`src/rtl/mem_bist_pkg.sv`:
```
// Shared definitions for the March-style memory self-test initiator.
//   BIST_ADDR_W / BIST_DATA_W : default memory geometry (16x8)
//   DEPTH / ERR_W             : memory depth and error-counter width for the default geometry
//   BIST_PATTERN              : default background pattern; its complement is written second
//   bist_state_t              : test sequencer states (Idle, W0, R0, W1, R1, R1 drain, Done)
package mem_bist_pkg;

  localparam int unsigned BIST_ADDR_W = 4;
  localparam int unsigned BIST_DATA_W = 8;
  localparam int unsigned DEPTH       = 2 ** BIST_ADDR_W;
  localparam int unsigned ERR_W       = BIST_ADDR_W + 2;

  localparam logic [BIST_DATA_W-1:0] BIST_PATTERN = 8'h55;

  typedef enum logic [2:0] {
    StIdle,
    StW0,
    StR0,
    StW1,
    StR1,
    StR1Drain,
    StDone
  } bist_state_t;

endpackage

```
`src/rtl/mem_bist_checker.sv`:
```
// Read-data comparator for the memory self-test.
// Compares read data against the expected value whenever a compare is valid, keeps a
// saturating mismatch count and records the address of the first mismatch.
// Ports:
//   clk_i, rst_i         : clock, synchronous active-high reset
//   clr_i                : clears count and first-fail address (accepted start)
//   vld_i, exp_i, dat_i  : compare strobe, expected data, memory read data
//   addr_i               : address the read data belongs to
//   hit_o                : combinational mismatch flag for the current cycle
//   err_count_o          : saturating mismatch count
//   fail_addr_o          : address of the first mismatch since the last clear
module mem_bist_checker #(
  parameter int unsigned ADDR_W = 4,
  parameter int unsigned DATA_W = 8
) (
  input  logic              clk_i,
  input  logic              rst_i,
  input  logic              clr_i,
  input  logic              vld_i,
  input  logic [DATA_W-1:0] exp_i,
  input  logic [DATA_W-1:0] dat_i,
  input  logic [ADDR_W-1:0] addr_i,
  output logic              hit_o,
  output logic [ADDR_W+1:0] err_count_o,
  output logic [ADDR_W-1:0] fail_addr_o
);

  localparam int unsigned ErrW = ADDR_W + 2;

  logic [ErrW-1:0]   err_count_q, err_count_d;
  logic [ADDR_W-1:0] fail_addr_q, fail_addr_d;

  assign hit_o = vld_i && (dat_i != exp_i);

  always_comb begin
    err_count_d = err_count_q;
    fail_addr_d = fail_addr_q;
    if (clr_i) begin
      err_count_d = '0;
      fail_addr_d = '0;
    end else if (hit_o) begin
      // Zero count means this is the first mismatch of the run.
      if (err_count_q == '0) begin
        fail_addr_d = addr_i;
      end
      if (err_count_q != {ErrW{1'b1}}) begin
        err_count_d = err_count_q + 1'b1;
      end
    end
  end

  always_ff @(posedge clk_i) begin
    if (rst_i) begin
      err_count_q <= '0;
      fail_addr_q <= '0;
    end else begin
      err_count_q <= err_count_d;
      fail_addr_q <= fail_addr_d;
    end
  end

  assign err_count_o = err_count_q;
  assign fail_addr_o = fail_addr_q;

endmodule

```
`src/rtl/mem_bist_master.sv`:
```
// March-style self-test initiator for a single-port synchronous-read memory.
// Sequence: write PATTERN ascending; read/verify PATTERN then write ~PATTERN per address
// ascending; read/verify ~PATTERN descending, compared one cycle later through a pipeline.
// Optional build macro MEM_BIST_STOP_ON_FAIL_EN: the first mismatch ends the test on the
// next cycle with no further writes. Undefined: every mismatch is counted to completion.
// Ports:
//   clk, rst        : clock, synchronous active-high reset (aborts a running test)
//   start           : one-cycle request, accepted only when idle or done
//   busy, done      : test running / test finished (held until the next accepted start)
//   pass            : valid with done, 1 when no mismatch was seen
//   err_count       : saturating mismatch count
//   fail_addr       : address of the first mismatch
//   adr, dat_w, we  : memory request port (registered)
//   dat_r           : memory read data, reflects the address registered on the previous edge
module mem_bist_master
  import mem_bist_pkg::*;
#(
  parameter int unsigned        ADDR_W  = BIST_ADDR_W,
  parameter int unsigned        DATA_W  = BIST_DATA_W,
  parameter logic [DATA_W-1:0]  PATTERN = BIST_PATTERN
) (
  input  logic              clk,
  input  logic              rst,
  input  logic              start,
  output logic              busy,
  output logic              done,
  output logic              pass,
  output logic [ADDR_W+1:0] err_count,
  output logic [ADDR_W-1:0] fail_addr,
  output logic [ADDR_W-1:0] adr,
  output logic [DATA_W-1:0] dat_w,
  output logic              we,
  input  logic [DATA_W-1:0] dat_r
);

  bist_state_t       state_q, state_d;
  logic [ADDR_W-1:0] adr_q, adr_d;
  logic [DATA_W-1:0] dat_w_q, dat_w_d;
  logic              we_q, we_d;
  logic              busy_q, busy_d;
  logic              done_q, done_d;
  logic              pass_q, pass_d;
  // Descending-read compare pipeline: data for the address issued last cycle.
  logic              r1_vld_q, r1_vld_d;
  logic [ADDR_W-1:0] r1_adr_q, r1_adr_d;

  logic              start_ok;
  logic              chk_vld;
  logic [DATA_W-1:0] chk_exp;
  logic [ADDR_W-1:0] chk_adr;
  logic              hit;
  logic              stop;
  logic              finish;

  assign start_ok = start && ((state_q == StIdle) || (state_q == StDone));

  // In W1, dat_r holds the pre-write contents of adr (issued by R0), checked against PATTERN.
  assign chk_vld = (state_q == StW1) || r1_vld_q;
  assign chk_exp = (state_q == StW1) ? PATTERN : ~PATTERN;
  assign chk_adr = (state_q == StW1) ? adr_q : r1_adr_q;

  mem_bist_checker #(
    .ADDR_W (ADDR_W),
    .DATA_W (DATA_W)
  ) u_checker (
    .clk_i       (clk),
    .rst_i       (rst),
    .clr_i       (start_ok),
    .vld_i       (chk_vld),
    .exp_i       (chk_exp),
    .dat_i       (dat_r),
    .addr_i      (chk_adr),
    .hit_o       (hit),
    .err_count_o (err_count),
    .fail_addr_o (fail_addr)
  );

`ifdef MEM_BIST_STOP_ON_FAIL_EN
  assign stop = hit;
`else
  assign stop = 1'b0;
`endif

  always_comb begin
    state_d  = state_q;
    adr_d    = adr_q;
    dat_w_d  = dat_w_q;
    we_d     = 1'b0;
    busy_d   = busy_q;
    done_d   = done_q;
    pass_d   = pass_q;
    r1_vld_d = 1'b0;
    r1_adr_d = r1_adr_q;
    finish   = 1'b0;

    unique case (state_q)
      StIdle, StDone: begin
        if (start) begin
          state_d = StW0;
          adr_d   = '0;
          dat_w_d = PATTERN;
          we_d    = 1'b1;
          busy_d  = 1'b1;
          done_d  = 1'b0;
          pass_d  = 1'b0;
        end
      end
      StW0: begin
        if (adr_q == '1) begin
          state_d = StR0;
          adr_d   = '0;
        end else begin
          adr_d = adr_q + 1'b1;
          we_d  = 1'b1;
        end
      end
      StR0: begin
        state_d = StW1;
        we_d    = 1'b1;
        dat_w_d = ~PATTERN;
      end
      StW1: begin
        if (adr_q == '1) begin
          state_d = StR1;
        end else begin
          state_d = StR0;
          adr_d   = adr_q + 1'b1;
        end
      end
      StR1: begin
        r1_vld_d = 1'b1;
        r1_adr_d = adr_q;
        if (adr_q == '0) begin
          state_d = StR1Drain;
        end else begin
          adr_d = adr_q - 1'b1;
        end
      end
      StR1Drain: begin
        finish = 1'b1;
      end
      default: begin
        state_d = StIdle;
      end
    endcase

    if (stop) begin
      finish   = 1'b1;
      r1_vld_d = 1'b0;
    end

    if (finish) begin
      state_d = StDone;
      we_d    = 1'b0;
      busy_d  = 1'b0;
      done_d  = 1'b1;
      // Include a mismatch seen in this same cycle, not yet in err_count.
      pass_d  = (err_count == '0) && !hit;
    end
  end

  always_ff @(posedge clk) begin
    if (rst) begin
      state_q  <= StIdle;
      adr_q    <= '0;
      dat_w_q  <= '0;
      we_q     <= 1'b0;
      busy_q   <= 1'b0;
      done_q   <= 1'b0;
      pass_q   <= 1'b0;
      r1_vld_q <= 1'b0;
      r1_adr_q <= '0;
    end else begin
      state_q  <= state_d;
      adr_q    <= adr_d;
      dat_w_q  <= dat_w_d;
      we_q     <= we_d;
      busy_q   <= busy_d;
      done_q   <= done_d;
      pass_q   <= pass_d;
      r1_vld_q <= r1_vld_d;
      r1_adr_q <= r1_adr_d;
    end
  end

  assign adr   = adr_q;
  assign dat_w = dat_w_q;
  assign we    = we_q;
  assign busy  = busy_q;
  assign done  = done_q;
  assign pass  = pass_q;

endmodule

```
`config.mk`:
```
export PLATFORM = sky130hd
export DESIGN_NAME = mem_bist_master
export DESIGN_NICKNAME = d
export VERILOG_FILES = /design/src/rtl/mem_bist_pkg.sv /design/src/rtl/mem_bist_checker.sv /design/src/rtl/mem_bist_master.sv
export SDC_FILE = /design/constraint.sdc
export NUM_CORES = 1
export LEC_CHECK = 0
export ABC_CLOCK_PERIOD_IN_PS = 3200
export CAP_MARGIN = 20
export CORE_UTILIZATION = 40
export CTS_BUF_LIST = sky130_fd_sc_hd__clkbuf_4 sky130_fd_sc_hd__clkbuf_8 sky130_fd_sc_hd__clkbuf_16
export DETAILED_ROUTE_END_ITERATION = 8
export PLACE_DENSITY = 0.73
export SLEW_MARGIN = 20
export SYNTH_ARGS = -nofsm -noshare
export SYNTH_HDL_FRONTEND = slang
export SYNTH_SLANG_ARGS = --single-unit
export TNS_END_PERCENT = 1
```
`constraint.sdc`:
```
create_clock -name clk -period 3.2 [get_ports clk]
set_input_delay 0.32 -clock clk [delete_from_list [all_inputs] [get_ports clk]]
set_output_delay 0.32 -clock clk [all_outputs]
set_load 0.03 [all_outputs]
```
==> flow_summary.ini <==
[synth]
synth_top_family_by_area = simple AND/OR/NAND/NOR gates
syn_inst = 199
yosys.area_share.adder = 0.0390
syn_nets = 215
avgSynthCellArea_um2 = 8.06
synth_compound_area_frac = 0.195
synth_most_common_cell = dfxtp_1
syn_area_um2 = 1600
synth-seq-area-share = 0.349
synth_largest_area_cell = dfxtp_1
synth-edff-count = 0
synth_cell_types = 46
synthTopCellsByCount = dfxtp_1, nor2_1, nand2_1
yosysTopAreaCellShare = 0.349
synth_simple_gate_area_frac = 0.282
async_flop_share = 0
yosys_warnings = 0
synthMuxAreaShare = 0.0374
ys_ff_latch = 28
synth.area.top_cells = dfxtp_1, nor2_1, a21oi_1
synth_top_flop_cell = dfxtp_1
synthXorXnorAreaFrac = 0.0218

[routing]
wirelength_mm = 3.35
firstDrtPassIters = 4
vias = 1450
drcViolationCount = 0
first_iter_violations = 109
via_per_inst = 5.33
antenna_left = 0
wl_per_cell_um = 12.3

[pwr]
p_seq_frac = 0.490
power_frac_comb = 0.130
internal_power_mw = 0.567
p_leak_nw = 0.721
power_frac_clock = 0.380
power_mw = 0.745
p_sw_frac = 0.239
switching_power_mw = 0.178
cellPowerDensity_nw_per_um2 = 371
ir_worst_vdd_mv = 0.319

[floorplan]
coreArea_um2 = 3740
die_x_um = 65.3
die-area_um2 = 4270
start_util = 0.428
num_rows = 22
fp.dieH_um = 65.3
pin_count = 37

[timing]
tightestPinTransition_ns = 0.558
max-slew-margin-rel = 0.628
finalMaxSlewViolations = 0
fin_setup_tns_ns = 0
setup_viol = 0
fin_crit_sh = 0.624
rsz0062_at_grt = false
hold_viol = 0
fin_worst_skew_ns = 0.00493
period_minus_slack_ns = 2.00
max_freq_ghz = 0.500

[clocking]
cts_max_path_buffers = 2
cts_root_buf = clkbuf_8
cts_setup_buffers = 0
hold_buffers = 0
h-tree-depth = 1
clk_pin_slew_ns = 0.10
tritoncts = done
cts_made_buffers = 3
clkLatencyLatePin_ns = 0.28
clock-sinks = 28
cts_resized = 0

[worst_setup_path]
arrival_ns = 1.68
ff2ff_path_depth = 5
critPathCaptureType = primary output
required_ns = 2.88
worstPathMaxFanout = 15
path_cells = clkdlybuf4s50_1
start_kind = flop
crit_type = flop to primary output
crit_cells = 1
slowest_stage = clkdlybuf4s50_1
crit_buf_inv = 1
path_delay_family = buffers and inverters
slowest_delay_ns = 0.77

[global_routing]
grt_pass1_vias = 1257
antenna_found_initial = 0
grt_pass1_wl_mm = 5.55
grt_use_met1 = 0.202
grt-ovfl-total = 0
grt_util_all_layers = 0.165
busiest_layer = met2
grt_max_degree = 19
met2_usage = 0.290
grt_use_met3 = 0.0365

[flow_run]
cap_viol_max_count = 0

[run_status]
status = finished clean

[cells_and_area]
layoutNonFillerInstCount = 272
areaGrowthSynthToFinish_pct = 25.2
diodes = 0
final_nets = 241
drive_gt1_frac = 0.0580

[place]
dp_cells = 268
portBuffers = 36
dp_hpwl_mm = 2.47
gp_congestion = 0.836

[min_path]
hp-class = flop to flop
hold_depth = 2
sequential cells by signal, summed over array words and instances, names as in the netlist, 2 cells and up:
signal                 cells
u_checker.err_count_o      6
u_checker.fail_addr_o      4
state_q                    3
dat_w                      2
adr                        4
r1_adr_q                   4
area by class of cell:
type / instances / area (um2)
sequential: 28 / 561
tap: 48 / 60.1
multi-input combinational: 148 / 922
clock buffer: 3 / 41.3
fill: 394 / 1740
timing repair buffer: 37 / 368
inverter: 7 / 26.3
clock inverter: 1 / 30.0
per-layer routing:
layer | up-vias | part of all wire
met1 | 654 | 0.47
met3 | 4 | 0.048
met4 | 0 | 0.0075
met2 | 45 | 0.47
met5 | - | 0
li1 | 747 | -
power by group through the flow:
| stage | clock, mW | combinational, mW | sequential [mW] |
|---|---|---|---|
| after floorplan | 0 | 0.0591 | 0.378 |
| after CTS | 0.292 | 0.0972 | 0.365 |
| final | 0.283 | 0.0971 | 0.365 |
| after global placement | 0 | 0.0958 | 0.372 |
| after global routing | 0.305 | 0.106 | 0.366 |
| after detailed placement | 0 | 0.0967 | 0.373 |
worst paths after layout:
path                       startpoint                  endpoint  slack (ns)
max               adr[2]$_SDFFE_PP0P_                    adr[2]        1.20
min          r1_adr_q[1]$_SDFFE_PP0P_  r1_adr_q[1]$_SDFFE_PP0P_        0.46
max reg2reg   state_q[2]$_SDFFE_PP0P_       adr[3]$_SDFFE_PP0P_        1.29
min reg2reg  r1_adr_q[1]$_SDFFE_PP0P_  r1_adr_q[1]$_SDFFE_PP0P_        0.46
tightest hold or removal path, delay by kind of cell, from the launching register on:
kind / cells / cell delay, ns
DFF: 1 / 0.32
and+or+nand+nor: 1 / 0.05
AOI/OAI and AO/OA: 1 / 0.05
layout by cell type (no fill, tap or decap), drive strengths merged, types with 6 or more instances in the layout:
cell and n:
nand2 19, dfxtp 28, nand3 11, mux2i 6
inv 7, clkdlybuf4s50 36, nor2 23, o21ai 15
a21oi 17
per-stage QoR:
step / instance area (um2) / setup WS (ns) / utilization / hold WS [ns]
after floorplan: 1600 / 1.35 / - / 0.436
after global placement: 1940 / 1.12 / 0.517 / 0.441
after detailed placement: 1940 / 1.04 / 0.517 / 0.452
after CTS: 2010 / 1.20 / 0.536 / 0.467
after global routing: 2010 / 1.14 / 0.536 / 0.487
final: 2010 / 1.20 / 0.536 / 0.462
logic make-up after synthesis:
| group | after synthesis |
|---|---|
| AND/OR/NAND/NOR | 84 |
| AO/OA/AOI/OAI | 49 |
| flip-flops | 28 |
| buffers and inverters | 23 |
| multiplexers | 6 |
| adder cells (fa/ha/maj) | 5 |
| XOR/XNOR | 4 |
(Power assumes the default switching activity.)
